--- src/rtl/uart_rx_param_pkg.sv ---
// Shared definitions for the parametrised UART receiver: parity-mode codes,
// the receiver state encoding and the parity check rule.
package uart_rx_param_pkg;

  localparam int PAR_NONE = 0;
  localparam int PAR_ODD  = 1;
  localparam int PAR_EVEN = 2;

  // Bit index counter width; covers up to 9 data bits and 2 stop bits.
  localparam int IDX_W = 4;

  typedef enum logic [2:0] {
    S_IDLE   = 3'd0,
    S_START  = 3'd1,
    S_DATA   = 3'd2,
    S_PARITY = 3'd3,
    S_STOP   = 3'd4
  } state_e;

  function automatic logic parityBad(input logic payloadXor, input logic parityBit,
                                     input int mode);
    logic total;
    total = payloadXor ^ parityBit;
    case (mode)
      PAR_ODD:  return !total;
      PAR_EVEN: return total;
      default:  return 1'b0;
    endcase
  endfunction

endpackage

--- src/rtl/uart_rx_param_if.sv ---
// Receiver-side bundle: serial line in, received payload and frame status out.
interface uart_rx_param_if #(
  parameter int DATA_BITS = 8
);

  logic                 rx;
  logic [DATA_BITS-1:0] data;
  logic                 data_valid;
  logic                 parity_err;
  logic                 frame_err;
  logic                 busy;

  modport master (
    input  rx,
    output data,
    output data_valid,
    output parity_err,
    output frame_err,
    output busy
  );

  modport slave (
    output rx,
    input  data,
    input  data_valid,
    input  parity_err,
    input  frame_err,
    input  busy
  );

endinterface

--- src/rtl/uart_rx_param_sync_2ff.sv ---
// Two-flop synchronizer for asynchronous single-bit inputs; both flops reset
// to RESET_VAL so the synchronized output starts at a known idle level.
module sync_2ff #(
  parameter logic RESET_VAL = 1'b0
) (
  input  logic clk,
  input  logic rst,
  input  logic d_i,
  output logic q_o
);

  logic meta_q;
  logic sync_q;

  always_ff @(posedge clk) begin
    if (rst) begin
      meta_q <= RESET_VAL;
      sync_q <= RESET_VAL;
    end else begin
      meta_q <= d_i;
      sync_q <= meta_q;
    end
  end

  assign q_o = sync_q;

endmodule

--- src/rtl/uart_rx_param.sv ---
// Parametrised UART receiver: mid-bit sampling with start-glitch rejection,
// parity and framing checks, and one data_valid pulse per received frame.
module uart_rx_param
  import uart_rx_param_pkg::*;
#(
  parameter int CLK_HZ    = 50_000_000,
  parameter int BAUD      = 9600,
  parameter int DATA_BITS = 8,
  parameter int PARITY    = PAR_NONE,
  parameter int STOP_BITS = 1
) (
  input logic             clk,
  input logic             rst,
  uart_rx_param_if.master rxIf
);

  localparam int CPB  = CLK_HZ / BAUD;
  localparam int HALF = CPB / 2;
  localparam int CW   = (CPB > 1) ? $clog2(CPB) : 1;

  localparam logic [CW-1:0]    HALF_LAST = CW'(HALF - 1);
  localparam logic [CW-1:0]    BIT_LAST  = CW'(CPB - 1);
  localparam logic [IDX_W-1:0] DATA_LAST = IDX_W'(DATA_BITS - 1);
  localparam logic [IDX_W-1:0] STOP_LAST = IDX_W'(STOP_BITS - 1);

  logic rxS;

  state_e               state_q, state_d;
  logic [CW-1:0]        cnt_q, cnt_d;
  logic [IDX_W-1:0]     idx_q, idx_d;
  logic [DATA_BITS-1:0] shift_q, shift_d;
  logic                 parErr_q, parErr_d;
  logic                 frmErr_q, frmErr_d;
  logic                 lastStop_q, lastStop_d;
  logic [DATA_BITS-1:0] data_q, data_d;
  logic                 valid_q, valid_d;
  logic                 parOut_q, parOut_d;
  logic                 frmOut_q, frmOut_d;

  // Idle-high reset value keeps the line from looking like a start bit.
  sync_2ff #(
    .RESET_VAL(1'b1)
  ) uRxSync (
    .clk(clk),
    .rst(rst),
    .d_i(rxIf.rx),
    .q_o(rxS)
  );

  always_ff @(posedge clk) begin
    if (rst) begin
      state_q    <= S_IDLE;
      cnt_q      <= '0;
      idx_q      <= '0;
      shift_q    <= '0;
      parErr_q   <= 1'b0;
      frmErr_q   <= 1'b0;
      lastStop_q <= 1'b0;
      data_q     <= '0;
      valid_q    <= 1'b0;
      parOut_q   <= 1'b0;
      frmOut_q   <= 1'b0;
    end else begin
      state_q    <= state_d;
      cnt_q      <= cnt_d;
      idx_q      <= idx_d;
      shift_q    <= shift_d;
      parErr_q   <= parErr_d;
      frmErr_q   <= frmErr_d;
      lastStop_q <= lastStop_d;
      data_q     <= data_d;
      valid_q    <= valid_d;
      parOut_q   <= parOut_d;
      frmOut_q   <= frmOut_d;
    end
  end

  always_comb begin
    state_d    = state_q;
    cnt_d      = cnt_q;
    idx_d      = idx_q;
    shift_d    = shift_q;
    parErr_d   = parErr_q;
    frmErr_d   = frmErr_q;
    lastStop_d = lastStop_q;
    data_d     = data_q;
    valid_d    = 1'b0;
    parOut_d   = 1'b0;
    frmOut_d   = 1'b0;

    unique case (state_q)
      S_IDLE: begin
        if (!rxS) begin
          state_d = S_START;
          cnt_d   = '0;
        end
      end

      S_START: begin
        if (cnt_q == HALF_LAST) begin
          if (!rxS) begin
            state_d  = S_DATA;
            cnt_d    = '0;
            idx_d    = '0;
            parErr_d = 1'b0;
            frmErr_d = 1'b0;
          end else begin
            state_d = S_IDLE;
          end
        end else begin
          cnt_d = cnt_q + CW'(1);
        end
      end

      // Counter origin is mid-start, so a full bit period lands mid-bit.
      S_DATA: begin
        if (cnt_q == BIT_LAST) begin
          shift_d = {rxS, shift_q[DATA_BITS-1:1]};
          cnt_d   = '0;
          if (idx_q == DATA_LAST) begin
            idx_d   = '0;
            state_d = (PARITY != PAR_NONE) ? S_PARITY : S_STOP;
          end else begin
            idx_d = idx_q + IDX_W'(1);
          end
        end else begin
          cnt_d = cnt_q + CW'(1);
        end
      end

      S_PARITY: begin
        if (cnt_q == BIT_LAST) begin
          parErr_d = parityBad(^shift_q, rxS, PARITY);
          cnt_d    = '0;
          idx_d    = '0;
          state_d  = S_STOP;
        end else begin
          cnt_d = cnt_q + CW'(1);
        end
      end

      // Delivery happens one cycle after the last stop sample.
      S_STOP: begin
        if (lastStop_q) begin
          data_d     = shift_q;
          valid_d    = 1'b1;
          parOut_d   = parErr_q;
          frmOut_d   = frmErr_q;
          lastStop_d = 1'b0;
          state_d    = S_IDLE;
        end else if (cnt_q == BIT_LAST) begin
          cnt_d = '0;
          if (!rxS) begin
            frmErr_d = 1'b1;
          end
          if (idx_q == STOP_LAST) begin
            lastStop_d = 1'b1;
          end else begin
            idx_d = idx_q + IDX_W'(1);
          end
        end else begin
          cnt_d = cnt_q + CW'(1);
        end
      end

      default: begin
        state_d = S_IDLE;
      end
    endcase
  end

  assign rxIf.data       = data_q;
  assign rxIf.data_valid = valid_q;
  assign rxIf.parity_err = parOut_q;
  assign rxIf.frame_err  = frmOut_q;
  assign rxIf.busy       = (state_q != S_IDLE);

endmodule

--- src/flat_wrapper.sv ---
// flat-port wrapper written by rule: the top's interface ports become plain ports
module uart_rx_param_flat import uart_rx_param_pkg::*;
#(
  parameter int CLK_HZ    = 50_000_000,
  parameter int BAUD      = 9600,
  parameter int DATA_BITS = 8,
  parameter int PARITY    = PAR_NONE,
  parameter int STOP_BITS = 1
)
  (clk, rst, rxIf_rx, rxIf_data, rxIf_data_valid, rxIf_parity_err, rxIf_frame_err, rxIf_busy);
  uart_rx_param_if #(.DATA_BITS(DATA_BITS)) rxIf_i ();
  input logic clk;
  input logic rst;
  input wire logic [$bits(rxIf_i.rx)-1:0] rxIf_rx;
  output wire logic [$bits(rxIf_i.data)-1:0] rxIf_data;
  output wire logic [$bits(rxIf_i.data_valid)-1:0] rxIf_data_valid;
  output wire logic [$bits(rxIf_i.parity_err)-1:0] rxIf_parity_err;
  output wire logic [$bits(rxIf_i.frame_err)-1:0] rxIf_frame_err;
  output wire logic [$bits(rxIf_i.busy)-1:0] rxIf_busy;
  assign rxIf_i.rx = rxIf_rx;
  assign rxIf_data = rxIf_i.data;
  assign rxIf_data_valid = rxIf_i.data_valid;
  assign rxIf_parity_err = rxIf_i.parity_err;
  assign rxIf_frame_err = rxIf_i.frame_err;
  assign rxIf_busy = rxIf_i.busy;
  uart_rx_param #(.CLK_HZ(CLK_HZ), .BAUD(BAUD), .DATA_BITS(DATA_BITS), .PARITY(PARITY), .STOP_BITS(STOP_BITS)) u_core (.clk(clk), .rst(rst), .rxIf(rxIf_i));
endmodule
--- config.mk ---
export PLATFORM = sky130hd
export DESIGN_NAME = uart_rx_param_flat
export DESIGN_NICKNAME = d
export VERILOG_FILES = /design/src/rtl/uart_rx_param_pkg.sv /design/src/rtl/uart_rx_param_if.sv /design/src/rtl/uart_rx_param_sync_2ff.sv /design/src/rtl/uart_rx_param.sv /design/src/flat_wrapper.sv
export SDC_FILE = /design/constraint.sdc
export NUM_CORES = 1
export LEC_CHECK = 0
export ABC_AREA = 0
export CAP_MARGIN = 0
export CORE_ASPECT_RATIO = 0.7
export CORE_MARGIN = 2
export CORE_UTILIZATION = 62
export CTS_CLUSTER_SIZE = 8
export DETAILED_ROUTE_END_ITERATION = 10
export PLACE_DENSITY_LB_ADDON = 0.08
export SLEW_MARGIN = 20
export SYNTH_ARGS = -nofsm -noshare
export SYNTH_HDL_FRONTEND = slang
export SYNTH_HIERARCHICAL = 1
export SYNTH_SLANG_ARGS = --single-unit
--- constraint.sdc ---
create_clock -name clk -period 6.15 [get_ports clk]
set_input_delay 0.9225 -clock clk [delete_from_list [all_inputs] [get_ports clk]]
set_output_delay 0.9225 -clock clk [all_outputs]
set_load 0.02 [all_outputs]
Yosys cells after proc, flatten, opt, wreduce, memory -nomap -nowiden
Index checks and enable logic that the tools add are counted.

Flip-flop bits (word level): 44. Output and inout bits: 12.

Add/sub/neg operators: 2. Equality and inequality tests: 18. Mux-type cells: 34. Bitwise gates (word level): 2. Reductions and logical operators: 17.

Operators by type and width (number): $mux 13 (4); $pmux 13 s4 (1); $mux 4 (8); $mux 3 (6); $pmux 4 s4 (1); $pmux 3 s5 (1); $add 13x1->13 const B (1); $eq 13x12->1 const B (1); $eq 13x13->1 const B (1); $ne 2x1->1 const B (6); $reduce_and 6->1 (2); $mux 1 (10); $ne 2x2->1 const B (5); $reduce_and 8->1 (1); $reduce_bool 4->1 (2); $eq 3x2->1 const B (2); $reduce_and 2->1 (3); $add 4x1->4 const B (1); $eq 4x3->1 const B (1); $logic_not 4->1 (1); $pmux 1 s2 (2); $reduce_and 4->1 (1); $reduce_bool 2->1 (2); $reduce_or 2->1 (2); other kinds (7) (8).

Depth between registers and ports, before layout
Word-level depth: 5. Depth in mapped cells: 8. Mapped depth without buffers: 7.

By module
The synthesis kept the hierarchy.

Modules (own cells, without submodules): uart_rx_param (instances 1, cells each 243, area each 2026.9 um2, seq. area each 800.8 um2); sync_2ff (instances 1, cells each 4, area each 52.6 um2, seq. area each 40.0 um2).

Least setup slack after synthesis
OpenSTA, ideal clock, no wires.

Kind: flip-flop to flip-flop. Start: register u_core.cnt_q[0]. End: register u_core.idx_q[3]. Arrival: 2.339 ns. Data required time: 6.055 ns. Setup slack: 3.715 ns. Stages on the path, launching flop included: 7. Period minus slack after synthesis: 2.435 ns. Cells stage by stage: dfxtp_1 ha_1 or4b_1 nor4_1 a21oi_1 or4b_1 o311ai_1.

Cells in the longest elaborated chain, start to end: 3.

RTL lines: start: declaration (RTL line uart_rx_param.sv:29) `logic [CW-1:0] cnt_q, cnt_d;`; start signal: assignment (RTL line uart_rx_param.sv:65) `cnt_q <= cnt_d;`; $eq 13x13->1 or $eq 13x12->1 (tied branches); $ne 2x1->1 (no line); $reduce_and 8->1 (no line) *; end signal: assignment (RTL line uart_rx_param.sv:66) `idx_q <= idx_d;`; end: declaration (RTL line uart_rx_param.sv:30) `logic [IDX_W-1:0] idx_q, idx_d;`.

Mark *: on every way between the ends. The rest lies on a longest branch, timed or not. A chain may end at the register's enable or synchronous reset.

Final worst setup path
Start: register u_core.state_q[0]. End: output rxIf_busy.

Cells in the longest elaborated chain, start to end: 1.

RTL lines: start: declaration (RTL line uart_rx_param.sv:28) `state_e state_q, state_d;`; start signal: assignment (RTL line uart_rx_param.sv:64) `state_q <= state_d;`; $reduce_bool 3->1 (RTL line uart_rx_param.sv:176) `assign rxIf.busy = (state_q != S_IDLE);`; end: declaration (RTL line flat_wrapper.sv:19) `output wire logic [$bits(rxIf_i.busy)-1:0] rxIf_busy;`.

Every way passes these cells.

==> flow_results.xml <==
<?xml version="1.0" encoding="UTF-8"?>
<metrics>
  <group name="critical_path">
    <metric name="critical_path_arrival" unit="ns">1.87</metric>
    <metric name="cp_cell_sequence" unit="">nor2_1, inv_1, clkdlybuf4s50_1</metric>
    <metric name="endpoint_kind" unit="">primary output</metric>
    <metric name="worst_path_dominant_cell_family" unit="">buffers and inverters</metric>
    <metric name="cp_slowest_stage_delay" unit="ns">0.71</metric>
    <metric name="critPathRequiredTime" unit="ns">5.23</metric>
    <metric name="critical_path.n_buffers_inverters" unit="">2</metric>
    <metric name="cp_slowest_cell" unit="">sky130_fd_sc_hd__dfxtp_1</metric>
    <metric name="timing.setup.critical_path_class" unit="">flop to primary output</metric>
    <metric name="setup.worst_path.start_class" unit="">flop</metric>
    <metric name="cp_max_fo" unit="">17</metric>
  </group>
  <group name="synthesis">
    <metric name="synth.area.top_cells" unit="">sky130_fd_sc_hd__dfxtp_1 40%, sky130_fd_sc_hd__nand2_1 5.8%, sky130_fd_sc_hd__a21oi_1 5.3%</metric>
    <metric name="synth_sequential_area_ratio" unit="">0.4043</metric>
    <metric name="synthesis.area_per_instance" unit="um2">8.419</metric>
    <metric name="synthCells" unit="">247</metric>
    <metric name="top_flip_flop_cell_by_instance_count_after_synthesis" unit="">sky130_fd_sc_hd__dfxtp_1</metric>
    <metric name="synth_enable_flop_cells" unit="">0</metric>
    <metric name="post_synth_num_cell_types" unit="">49</metric>
    <metric name="yosys_warnings" unit="">6</metric>
    <metric name="yosys.area.top_type_share" unit="">0.4043</metric>
    <metric name="netlist_area" unit="um2">2079</metric>
    <metric name="synth_fp_nets" unit="">253</metric>
    <metric name="synth-async-reset-ratio" unit="">0</metric>
    <metric name="number_of_register_bits_inferred_by_synthesis" unit="">42</metric>
    <metric name="synth_largest_area_cell" unit="">sky130_fd_sc_hd__dfxtp_1</metric>
  </group>
  <group name="pwr">
    <metric name="cell_internal_pwr" unit="mW">0.3844</metric>
    <metric name="power.share.sequential" unit="">0.543</metric>
    <metric name="power.net_switching" unit="mW">0.1459</metric>
    <metric name="power.static_leakage" unit="nW">0.8190</metric>
    <metric name="power.share.switching" unit="">0.2752</metric>
    <metric name="ir_worst_vdd" unit="mV">0.2236</metric>
    <metric name="clock_power_share" unit="">0.331</metric>
    <metric name="power.density_cell_area" unit="nW/um2">230.9</metric>
    <metric name="combPwrFrac" unit="">0.125</metric>
  </group>
  <group name="timing">
    <metric name="timing.clock.skew" unit="ns">0.005924</metric>
    <metric name="final_critical_path_setup_slack" unit="ns">3.360</metric>
    <metric name="relSlewSlack" unit="">0.4936</metric>
    <metric name="rsz0062_at_grt" unit="">no</metric>
    <metric name="worst_slew_pin_slew" unit="ns">0.7597</metric>
    <metric name="finalHoldViolCount" unit="">0</metric>
    <metric name="finalWorstPathRequiredPeriod" unit="ns">2.790</metric>
    <metric name="max_clock_freq" unit="MHz">358.4</metric>
    <metric name="finalCritPeriodShare" unit="">0.4537</metric>
    <metric name="setup_violations" unit="">0</metric>
    <metric name="slew_violations" unit="">0</metric>
    <metric name="tns" unit="ns">0</metric>
  </group>
  <group name="layout">
    <metric name="layout.cells.most_common" unit="">sky130_fd_sc_hd__dfxtp_1</metric>
    <metric name="multiInputGateArea" unit="um2">1144</metric>
    <metric name="layout-area-overhead-vs-synth" unit="%">10.47</metric>
    <metric name="mostFrequentLayoutCells" unit="">42 x sky130_fd_sc_hd__dfxtp_1, 32 x sky130_fd_sc_hd__nand2_1, 22 x sky130_fd_sc_hd__a21oi_1</metric>
    <metric name="core_util_final" unit="">0.7248</metric>
    <metric name="layout.area.seq" unit="um2">840.8</metric>
    <metric name="fillerInstances" unit="">268</metric>
    <metric name="diodes" unit="">0</metric>
    <metric name="share_of_layout_cells_above_drive_strength_1" unit="">0.07031</metric>
    <metric name="final_net_count" unit="">261</metric>
    <metric name="instances_no_fill" unit="">294</metric>
  </group>
  <group name="floorplanning">
    <metric name="fp.dieArea" unit="um2">3841</metric>
    <metric name="die_width" unit="um">73.22</metric>
    <metric name="pin_count" unit="">15</metric>
    <metric name="coreArea" unit="um2">3169</metric>
    <metric name="initial_utilization" unit="">0.6561</metric>
    <metric name="row_count" unit="">17</metric>
    <metric name="die-height" unit="um">52.46</metric>
  </group>
  <group name="routing">
    <metric name="met2WireLength" unit="um">1509</metric>
    <metric name="wire_per_inst" unit="um">13.68</metric>
    <metric name="drt_pass1_iterations" unit="">4</metric>
    <metric name="drt_first_iter_violations" unit="">133</metric>
    <metric name="highest_layer" unit="">met4</metric>
    <metric name="totalWireLength" unit="um">4021</metric>
    <metric name="drt_drc_violations_left" unit="">0</metric>
    <metric name="drt.antenna.violating_nets" unit="">0</metric>
    <metric name="routed-via-count" unit="">1727</metric>
    <metric name="wirelength_met1" unit="um">2162</metric>
    <metric name="met3WireLength" unit="um">298</metric>
    <metric name="detail_route.vias_per_cell" unit="">5.874</metric>
  </group>
  <group name="placement">
    <metric name="gp_routability_congestion" unit="">0.8634</metric>
    <metric name="place_inst" unit="">286</metric>
    <metric name="post-place-ws" unit="ns">3.140</metric>
    <metric name="input_output_buffers" unit="">13</metric>
    <metric name="hpwlAfterDp" unit="um">2808</metric>
  </group>
  <group name="grt">
    <metric name="grt_usage" unit="">0.2399</metric>
    <metric name="grt_start_max_net_pins" unit="">34</metric>
    <metric name="globalRoute.totalOverflow" unit="">0</metric>
    <metric name="grt_antenna_before_repair" unit="">0</metric>
    <metric name="number_of_global_route_vias_before_repair" unit="">1464</metric>
    <metric name="grt_pass1_wl" unit="um">6934</metric>
  </group>
  <group name="clocking">
    <metric name="clk_pin_slew" unit="ns">0.08</metric>
    <metric name="clock_path_buffers" unit="">2</metric>
    <metric name="clock_latency" unit="ns">0.29</metric>
    <metric name="cts_hold_buf" unit="">0</metric>
    <metric name="clock_tree_root" unit="">sky130_fd_sc_hd__clkbuf_8</metric>
    <metric name="cts_buffers" unit="">5</metric>
    <metric name="cts_repair_resize_count" unit="">0</metric>
    <metric name="postCtsSetupRepairBufs" unit="">0</metric>
    <metric name="tritoncts" unit="">done</metric>
    <metric name="clock_tree.htree_level_count" unit="">2</metric>
    <metric name="clock_sink_count" unit="">42</metric>
  </group>
  <group name="run">
    <metric name="timing.max_cap.violations" unit="">0</metric>
  </group>
  <group name="hold_path">
    <metric name="hp-class" unit="">flop to flop</metric>
  </group>
  <group name="outcome">
    <metric name="run_status" unit="">finished, final reports clean</metric>
  </group>
</metrics>
==> registers in the layout, indices dropped and copies added, names as in the netlist, 3 cells and up <==
register / count
u_core/idx_q: 4
u_core/state_q: 3
u_core/cnt_q: 13
u_core/shift_q: 8
u_core/rxIf.data: 8
==> synth_stat cells (all sizes together), types with 6 or more instances <==
library cell / count
dfxtp: 42
nand2: 32
a21oi: 22
nor2: 18
mux2i: 11
clkbuf: 10
nand3: 10
inv: 8
nor3: 8
o21ai: 8
and3: 6
==> power by group through the flow <==
stage	sequential (mW)	clock, mW	combinational [mW]
2_1_floorplan	0.285	0	0.0625
3_3_place_gp	0.294	0	0.0646
3_5_place_dp	0.294	0	0.0654
4_1_cts	0.288	0.180	0.0656
5_1_grt	0.289	0.193	0.0732
6_report	0.288	0.176	0.0664
==> cell type report <==
type                       count  share of cell area
clock buffer                   5             0.02996
clock inverter                 3            0.009259
inverter                       8             0.01307
multi-input combinational    183              0.4978
sequential                    42              0.3660
tap                           38             0.02070
timing repair buffer          15             0.06318
==> stage by stage <==
step	power [mW]	hold slack (ns)	area, um2
CTS	0.5336	0.4105	2297
detailed placement	0.3596	0.3918	2207
global route	0.5552	0.4154	2297
finish	0.5303	0.4065	2297
floorplan	0.3477	0.3832	2079
global placement	0.3588	0.3880	2207
==> path summary, 6_finish.rpt <==
check / startpoint / to / slack (ns) / cells past startpoint
max: u_core/state_q[0] / rxIf_busy / 3.36 / 3
min reg2reg: u_core/uRxSync/meta_q / u_core/uRxSync/q_o / 0.41 / 1
max reg2reg: u_core/cnt_q[10] / u_core/cnt_q[10] / 3.50 / 5
min: u_core/uRxSync/meta_q / u_core/uRxSync/q_o / 0.41 / 1
==> logic make-up after synthesis <==
logic type               after synthesis  synth area share
AND/OR/NAND/NOR                      109            0.2876
AO/OA/AOI/OAI                         57            0.1811
flip-flops                            42            0.4043
buffers and inverters                 22           0.04573
multiplexers                          11           0.05295
adder cells (fa/ha/maj)                3           0.01805
XOR/XNOR                               2          0.008425
other                                  1          0.001803
==> per-layer routing <==
| metal | GRT usage | vias to the layer above |
|---|---|---|
| li1 | - | 894 |
| met1 | 0.3702 | 765 |
| met2 | 0.3033 | 64 |
| met3 | 0.06731 | 4 |
| met4 | 0.09877 | 0 |
| met5 | 0 | - |
Power figures use the tool's default switching activity.
